`src/rtl/veldt_mem_arbiter.sv`:
```
// Veldt memory arbiter: one single-port RAM shared by instruction fetch and load/store.
// One transaction in flight; data has fixed priority, fetch wins after STARVE_LIMIT denials.
module veldt_mem_arbiter #(
  parameter int ADDR_W       = 32,
  parameter int DATA_W       = 32,
  parameter int RAM_LATENCY  = 1,
  parameter int STARVE_LIMIT = 4
) (
  input  logic                clock,
  input  logic                reset,
  input  logic                if_req_valid,
  input  logic [ADDR_W-1:0]   if_req_addr,
  output logic                if_req_ready,
  input  logic                if_flush,
  output logic                if_rsp_valid,
  output logic [DATA_W-1:0]   if_rsp_data,
  input  logic                d_req_valid,
  input  logic                d_req_we,
  input  logic [DATA_W/8-1:0] d_req_mask,
  input  logic [ADDR_W-1:0]   d_req_addr,
  input  logic [DATA_W-1:0]   d_req_wdata,
  output logic                d_req_ready,
  output logic                d_rsp_valid,
  output logic [DATA_W-1:0]   d_rsp_data,
  output logic                ram_req_valid,
  output logic                ram_we,
  output logic [DATA_W/8-1:0] ram_mask,
  output logic [ADDR_W-1:0]   ram_addr,
  output logic [DATA_W-1:0]   ram_wdata,
  input  logic [DATA_W-1:0]   ram_rdata
);

  localparam int MASK_W = DATA_W / 8;
  localparam int BUSY_W = $clog2(RAM_LATENCY + 1);
  localparam int STRV_W = $clog2(STARVE_LIMIT + 1);
  localparam logic [BUSY_W-1:0] LAT_V   = BUSY_W'(RAM_LATENCY);
  localparam logic [BUSY_W-1:0] ONE_B   = BUSY_W'(1);
  localparam logic [BUSY_W-1:0] ZERO_B  = BUSY_W'(0);
  localparam logic [STRV_W-1:0] LIMIT_V = STRV_W'(STARVE_LIMIT);
  localparam logic [STRV_W-1:0] ONE_S   = STRV_W'(1);
  localparam logic [STRV_W-1:0] ZERO_S  = STRV_W'(0);

  typedef enum logic {OWN_IF = 1'b0, OWN_D = 1'b1} owner_e;

  logic [BUSY_W-1:0] busy_q, busy_d;
  owner_e            owner_q, owner_d;
  logic              store_q, store_d;
  logic [STRV_W-1:0] starve_q, starve_d;
  logic              drop_q, drop_d;

  logic free, rsp_cycle, force_if, grant_d, grant_if, fetch_outstanding;

  // Grant, RAM request mux, response generation and next-state
  always_comb begin
    free              = (busy_q <= ONE_B);
    rsp_cycle         = reset && (busy_q == ONE_B);
    force_if          = if_req_valid && (starve_q == LIMIT_V);
    fetch_outstanding = (busy_q != ZERO_B) && (owner_q == OWN_IF);
    grant_d           = 1'b0;
    grant_if          = 1'b0;
    if (reset && free) begin
      grant_d  = d_req_valid && !force_if;
      grant_if = if_req_valid && !grant_d;
    end else begin
      grant_d  = 1'b0;
      grant_if = 1'b0;
    end

    d_req_ready   = grant_d;
    if_req_ready  = grant_if;
    ram_req_valid = grant_d || grant_if;
    ram_we        = 1'b0;
    ram_mask      = {MASK_W{1'b0}};
    ram_addr      = {ADDR_W{1'b0}};
    ram_wdata     = {DATA_W{1'b0}};
    if (grant_d) begin
      ram_we    = d_req_we;
      ram_mask  = d_req_mask;
      ram_addr  = d_req_addr;
      ram_wdata = d_req_wdata;
    end else if (grant_if) begin
      ram_mask  = {MASK_W{1'b1}};
      ram_addr  = if_req_addr;
    end else begin
      ram_we    = 1'b0;
    end

    // A flush landing on the response cycle kills that response as well
    if_rsp_valid = rsp_cycle && (owner_q == OWN_IF) && !drop_q && !if_flush;
    d_rsp_valid  = rsp_cycle && (owner_q == OWN_D);
    if_rsp_data  = if_rsp_valid ? ram_rdata : {DATA_W{1'b0}};
    d_rsp_data   = (d_rsp_valid && !store_q) ? ram_rdata : {DATA_W{1'b0}};

    busy_d  = busy_q;
    owner_d = owner_q;
    store_d = store_q;
    if (grant_d || grant_if) begin
      busy_d  = LAT_V;
      owner_d = grant_d ? OWN_D : OWN_IF;
      store_d = grant_d && d_req_we;
    end else if (busy_q != ZERO_B) begin
      busy_d  = busy_q - ONE_B;
    end else begin
      busy_d  = ZERO_B;
    end

    if (if_req_valid && !grant_if) begin
      starve_d = (starve_q == LIMIT_V) ? starve_q : starve_q + ONE_S;
    end else begin
      starve_d = ZERO_S;
    end

    // Drop clears on the response cycle, so a fetch granted in that cycle is kept
    if (rsp_cycle) begin
      drop_d = 1'b0;
    end else if (fetch_outstanding && if_flush) begin
      drop_d = 1'b1;
    end else begin
      drop_d = drop_q;
    end
  end

  // State registers with synchronous active-low reset
  always_ff @(posedge clock) begin
    if (!reset) begin
      busy_q   <= ZERO_B;
      owner_q  <= OWN_IF;
      store_q  <= 1'b0;
      starve_q <= ZERO_S;
      drop_q   <= 1'b0;
    end else begin
      busy_q   <= busy_d;
      owner_q  <= owner_d;
      store_q  <= store_d;
      starve_q <= starve_d;
      drop_q   <= drop_d;
    end
  end

endmodule
```
`config.mk`:
```
export PLATFORM = sky130hd
export DESIGN_NAME = veldt_mem_arbiter
export DESIGN_NICKNAME = d
export VERILOG_FILES = /design/src/rtl/veldt_mem_arbiter.sv
export SDC_FILE = /design/constraint.sdc
export NUM_CORES = 1
export LEC_CHECK = 0
export CORE_AREA = 2 2 108 110
export CTS_CLUSTER_DIAMETER = 50
export DETAILED_ROUTE_END_ITERATION = 10
export DIE_AREA = 0 0 110 112
export GPL_TIMING_DRIVEN = 0
export HOLD_SLACK_MARGIN = 0.12
export RECOVER_POWER = 100
export SETUP_SLACK_MARGIN = 0.5
export SLEW_MARGIN = 20
export SYNTH_ARGS = -nofsm -noshare
export SYNTH_HDL_FRONTEND = slang
export SYNTH_SLANG_ARGS = --single-unit
```
`constraint.sdc`:
```
create_clock -name clock -period 1.8 [get_ports clock]
set_input_delay 0.36 -clock clock [delete_from_list [all_inputs] [get_ports clock]]
set_output_delay 0.36 -clock clock [all_outputs]
set_load 0.05 [all_outputs]
```
# Word-level counts from Yosys, hierarchy flattened
# Cells that the tools add are included.
[totals] ff_bits=7 latchBits=0 mem_bits_rw=0 rom_bits=0 in_bits=138 output_inout_bits=138 word_cells=47 n_memories=0
[classes] add_sub_neg=2 n_mul=0 div_mod_pow=0 magnitude_cmp=1 n_eq_ne=1 shifts=0 n_mux=13 n_bitwise=2 reduce_logical=23
[op_table] cell="$mux 32" count=5
[op_table] cell="$logic_and 1x1->1" count=14
[op_table] cell="$mux 4" count=2
[op_table] cell="$logic_not 1->1" count=6
[op_table] cell="$mux 1" count=6
[op_table] cell="$add 3x1->3 const B" count=1
[op_table] cell="$eq 3x3->1 const B" count=1
[op_table] cell="$not 1->1" count=2
[op_table] cell="$reduce_and 2->1" count=1
[op_table] cell="$reduce_or 2->1" count=1
[op_table] cell="$le 1x1->1 const B" count=1
[op_table] cell="$logic_or 1x1->1" count=1
[op_table] cell="$sub 1x1->1 const B" count=1

# Depth between registers and ports, before layout
# Gate-level depths: netlist of the first run.
[depth] ltp_word=10 ltp_mapped=6 depth_no_buf=4

# Least setup slack after synthesis of the first run
# OpenSTA, ideal clock, no wires.
[synth_timing] kind="input-to-output" start="input if_flush" end="output if_rsp_data[31]" arrival_time_ps=1868 t_required_ps=1440 setup_slack_ps=-428 stages=3 n_path_buf=2 path_cell_list="clkbuf_1 > buf_2 > nor3b_1"
[synth_between] elab_chain_cells=3
[synth_lines] item="start, declared" line_no="14" source="input logic if_flush,"
[synth_lines] item="$logic_not 1->1" line_no="89" source="if_rsp_valid = rsp_cycle && (owner_q == OWN_IF) && !drop_q && !if_flush;"
[synth_lines] item="$logic_and 1x1->1" line_no="89"
[synth_lines] item="$mux 32" line_no="91" source="if_rsp_data = if_rsp_valid ? ram_rdata : {DATA_W{1'b0}};"
[synth_lines] item="end, declared" line_no="16" source="output logic [DATA_W-1:0] if_rsp_data,"
# No other way between the ends.

# Worst setup path after layout of the first run
[layout_timing] start="register starve_q[1]" end="output ram_addr[20]"
[layout_between] elab_chain_cells=9 word_cells_on_any_way=10 cone_classes="eq/ne (1); mux (4); reduce/logical (5)"
[layout_lines] item="start, declared" line_no="48" source="logic [STRV_W-1:0] starve_q, starve_d;"
[layout_lines] item="start signal, assigned" line_no="135" source="starve_q <= starve_d;"
[layout_lines] item="$eq 3x3->1 *" line_no="57" source="force_if = if_req_valid && (starve_q == LIMIT_V);"
[layout_lines] item="$logic_and 1x1->1 *" line_no="57"
[layout_lines] item="$logic_not 1->1 *" line_no="62" source="grant_d = d_req_valid && !force_if;"
[layout_lines] item="$logic_and 1x1->1 *" line_no="62"
[layout_lines] item="$logic_not 1->1" line_no="63" source="grant_if = if_req_valid && !grant_d;"
[layout_lines] item="$logic_and 1x1->1" line_no="63"
[layout_lines] item="$mux 1" line_no="61" source="if (reset && free) begin"
[layout_lines] item="$mux 32" line_no="81" source="end else if (grant_if) begin"
[layout_lines] item="$mux 32 *" line_no="76" source="if (grant_d) begin"
[layout_lines] item="end, declared" line_no="28" source="output logic [ADDR_W-1:0] ram_addr,"
# Every way passes the cells marked *; elsewhere a longest branch is shown, timed or not.

==> reports/summary.md, run 1 <==
The run finished, with violations left. The final reports fail on negative setup slack. The run gives 0 as the post-route DRC violation count. The detailed router finished its first iteration with 98 violations. The final weighted congestion in routability-driven placement came out at 0.781. After synthesis, the largest family of logic cells by area is simple AND/OR/NAND/NOR gates. The total nets after synthesis is 422, and the portion of the post-synthesis area used by sequential elements is 6.89%.

The detail route stage leaves a number of antenna-violating nets equal to 0. TritonCTS built the clock tree. The maximum fanout along the worst path is 7, and the arrival time reported for the critical path endpoint is 1.62 ns. For this run, the leading register cell type out of synthesis is dfxtp_1. The logs give 0 for the post-cts hold buffer count and 3,516 for the number of vias in the routed layout. For this block, the routed nets add up to 13,700 um of wire. The routed wire length per instance was 18.2 um; the fraction of layout cells with a size suffix above 1 was 63.9%.

Max-cap check violation count: 0. Summing the areas of all and, or, nand and nor instances in the mapped netlist gives 61.6% of the synthesized area. The maximum count of clock buffers along a single path came out at 2.

A synthesized cell averages 7.21 um^2. The post-synthesis share of cell area spent on full adders, half adders and majority gates was 1.23%; the number of sinks handled by clock tree synthesis was 7. Dividing total power by cell area gives a power density of 305 nW/um^2. After clock tree synthesis, the clock-pin slew on the worst setup and hold paths is 0.04 ns.

Counting tap cells, the placed design contains a total of 697 instances. The tools report the endpoint class of the critical path as a primary output. The worst hold-check path type is flop to flop.

Setup repair after global routing could not meet its margin everywhere. The number of different library cells used by synthesis comes to 26. The top cell type's share of synthesized area was 17.8%. The cell count after synthesis came out at 282.

The die span in y is 112 um, and the die area is 12,300 um^2. Entering global routing, the biggest net connects 11 pins. The number of buffers created by CTS is 3.

The portion of synthesized area spent on multiplexers is 0%. Excluding fillers, the count of instances in the completed layout stands at 750. CTS placed an instance of clkbuf_16 at the clock tree root.

The required time at the worst-slack endpoint was 1.44 ns. The run gives 2 as the number of antenna violations at the first check in global routing. The tools report the number of H-tree levels as 1. Measured along the x axis, the die boundary spans 110 um.

nand3_1 is the most common cell in the netlist. The logs give 4 for the count of TritonRoute iterations in the first routing pass and 20.7% for the aggregate global-route resource usage. The hold violation count in the final report was 0.

Pin placement for this block handled 276 I/O pins. For the mapped cell area, the log shows 2030 um^2. The Yosys step of the flow raised 0 warnings.

For the net count reported at finish, the log shows 747. For the clock latency of the later-clocked register in the worst-skew pair, the log shows 0.23 ns. The via density per instance came out at 4.69. Summing the areas of all compound-gate instances in the mapped netlist gives 13.9% of the synthesized area.

The core region is 11,200 um^2. The worst path uses 110% of the clock period. For the starting density of the core, the log shows 18.2%. In the synthesized netlist the async set-or-reset flop fraction comes to 0%. Counting flops with a built-in enable in the synthesized netlist gives 0. In the synthesized netlist, the cells that appear most often are 70 x nand3_1, 36 x o22ai_1, 35 x and3_1. The minimum clock period after layout came out at 1.98 ns. The global route total overflow was 0; the number of buffer cells added on primary ports was 272. From synthesis to final layout, the design area changed by 263%. The first global-routing pass estimated 20,100 um of wire. The worst pin sits at a relative slew slack of 70.5%. The xor/xnor cell area share of the yosys netlist is 0%, and the final-layout setup total negative slack is -9.38 ns. The critical path is of the flop to primary output type. For the setup slack after layout, the log shows -0.183 ns. At the pin with the least slew margin, the transition time is 0.443 ns.

The run gives 39 as the row count. The tools report the detailed-placement wirelength estimate as 10,600 um. On the final layout, the worst clock skew is 0.000291 ns. The largest total area in the synthesized netlist belongs to nor3b_2. The worst setup path is launched from a flop.

The analysis attributes to cell leakage a power of 2.97 nW. Static timing analysis puts the maximum clock frequency at 504 MHz. IR analysis of the VDD net gives a maximum drop of 213 uV.

The register bit total from synthesis was 7. By area the synthesized netlist is led by nor3b_2 18%, nand3_1 17%, o22ai_1 11%. Setup violations remaining at the end of the flow were counted as 111. The max-slew violation total from the final report was 0. The number of global-route vias before repair is 3,551.
[sequential cells by signal, indices dropped and copies added, names as in the netlist]
| signal | flops |
|---|---|
| busy_q | 1 |
| drop_q | 1 |
| owner_q | 1 |
| starve_q | 3 |
| store_q | 1 |
[through the flow]
step / power, mW / instance area, um^2 / hold slack, ns / worst slack, ns / util [%]
floorplan: 1.08 / 3210 / 0.405 / 0.0710 / -
global placement: 1.65 / 6110 / 0.417 / -1.15 / 54.7
detailed placement: 1.66 / 6110 / 0.424 / -1.15 / 54.7
CTS: 2.22 / 7070 / 0.429 / -0.224 / 63.3
global route: 2.34 / 7370 / 0.458 / -0.218 / 66.0
finish: 2.25 / 7380 / 0.424 / -0.183 / 66.0
[worst paths after layout]
kind	slack (ns)	start	cells after the start	end
worst min register to register	0.42	drop_q	2	drop_q
worst max-delay path	-0.18	starve_q[1]	7	ram_addr[20]
worst max register to register	0.57	starve_q[1]	5	starve_q[2]
worst min-delay path	0.42	drop_q	2	drop_q
[cell type report]
type / instances / area (um^2)
Fill cell: 901 / 3800
Timing Repair Buffer: 320 / 3760
Multi-Input combinational cell: 229 / 2620
Buffer: 44 / 581
Tap cell: 143 / 179
Sequential cell: 7 / 149
Clock buffer: 4 / 78.8
Inverter: 2 / 7.51
Antenna cell: 1 / 2.50
[power breakdown]
group | leakage, nW | total, mW | internal (mW) | switching [mW]
Combinational | 2.87 | 1.71 | 0.880 | 0.828
Clock | 0.0382 | 0.378 | 0.295 | 0.0831
Sequential | 0.0600 | 0.168 | 0.163 | 0.00508
Total | 2.97 | 2.25 | 1.34 | 0.916
[cell usage in the layout, fill, tap and decap left out, types with 2 or more instances in the layout]
master and count:
clkbuf_2 3, and2_4 33, and3_4 34, inv_2 2, nand2_1 2, buf_4 23
nand3_1 67, buf_16 6, nand3_2 2, dfxtp_2 7, nor2_4 2, nor3b_4 32
clkbuf_16 6, o21a_1 2, buf_12 20, buf_8 66, o22ai_4 36, clkdlybuf4s50_1 133
clkbuf_1 5, buf_2 2, buf_6 103
[cell families after synthesis]
logic type / count (synthesis)
buf+inv: 46
flops: 7
compound gates: 43
fa+ha+maj: 2
simple gates: 184
[what timing repair did]
item / 4_1_cts / 5_1_grt
buffers inserted: 25 / 12
endpoints found under the setup margin: 140 / 138
resized for setup: 1072 / 37
pin swaps: 26 / 15
gates cloned: 7 / 4
[worst max-delay path: stages, from the launching register on]
cell     delay [ns]
dfxtp_2        0.33
inv_2          0.05
ha_4           0.18
and3_4         0.18
buf_12         0.15
buf_16         0.15
o22ai_4        0.17
buf_6          0.18
[metal layers]
| layer | share of wire [%] | track usage (%) | vias to the layer above | routed length, um |
|---|---|---|---|---|
| met2 | 53 | 38.1 | 174 | 7220 |
| met5 | 0.12 | 0 | - | 16 |
| met4 | 2.2 | 4.89 | 2 | 297 |
| met3 | 9.8 | 6.09 | 22 | 1340 |
| met1 | 35 | 22.7 | 1631 | 4810 |
| li1 | - | - | 1687 | - |
No activity file was read; power rests on OpenSTA's default activity.
==> run 2: changes to the inputs <==
Settings changed: SLEW_MARGIN 20 to unset.
==> results of run 2 <==
Final layout, timing and power as in run 1 (identical DEF).
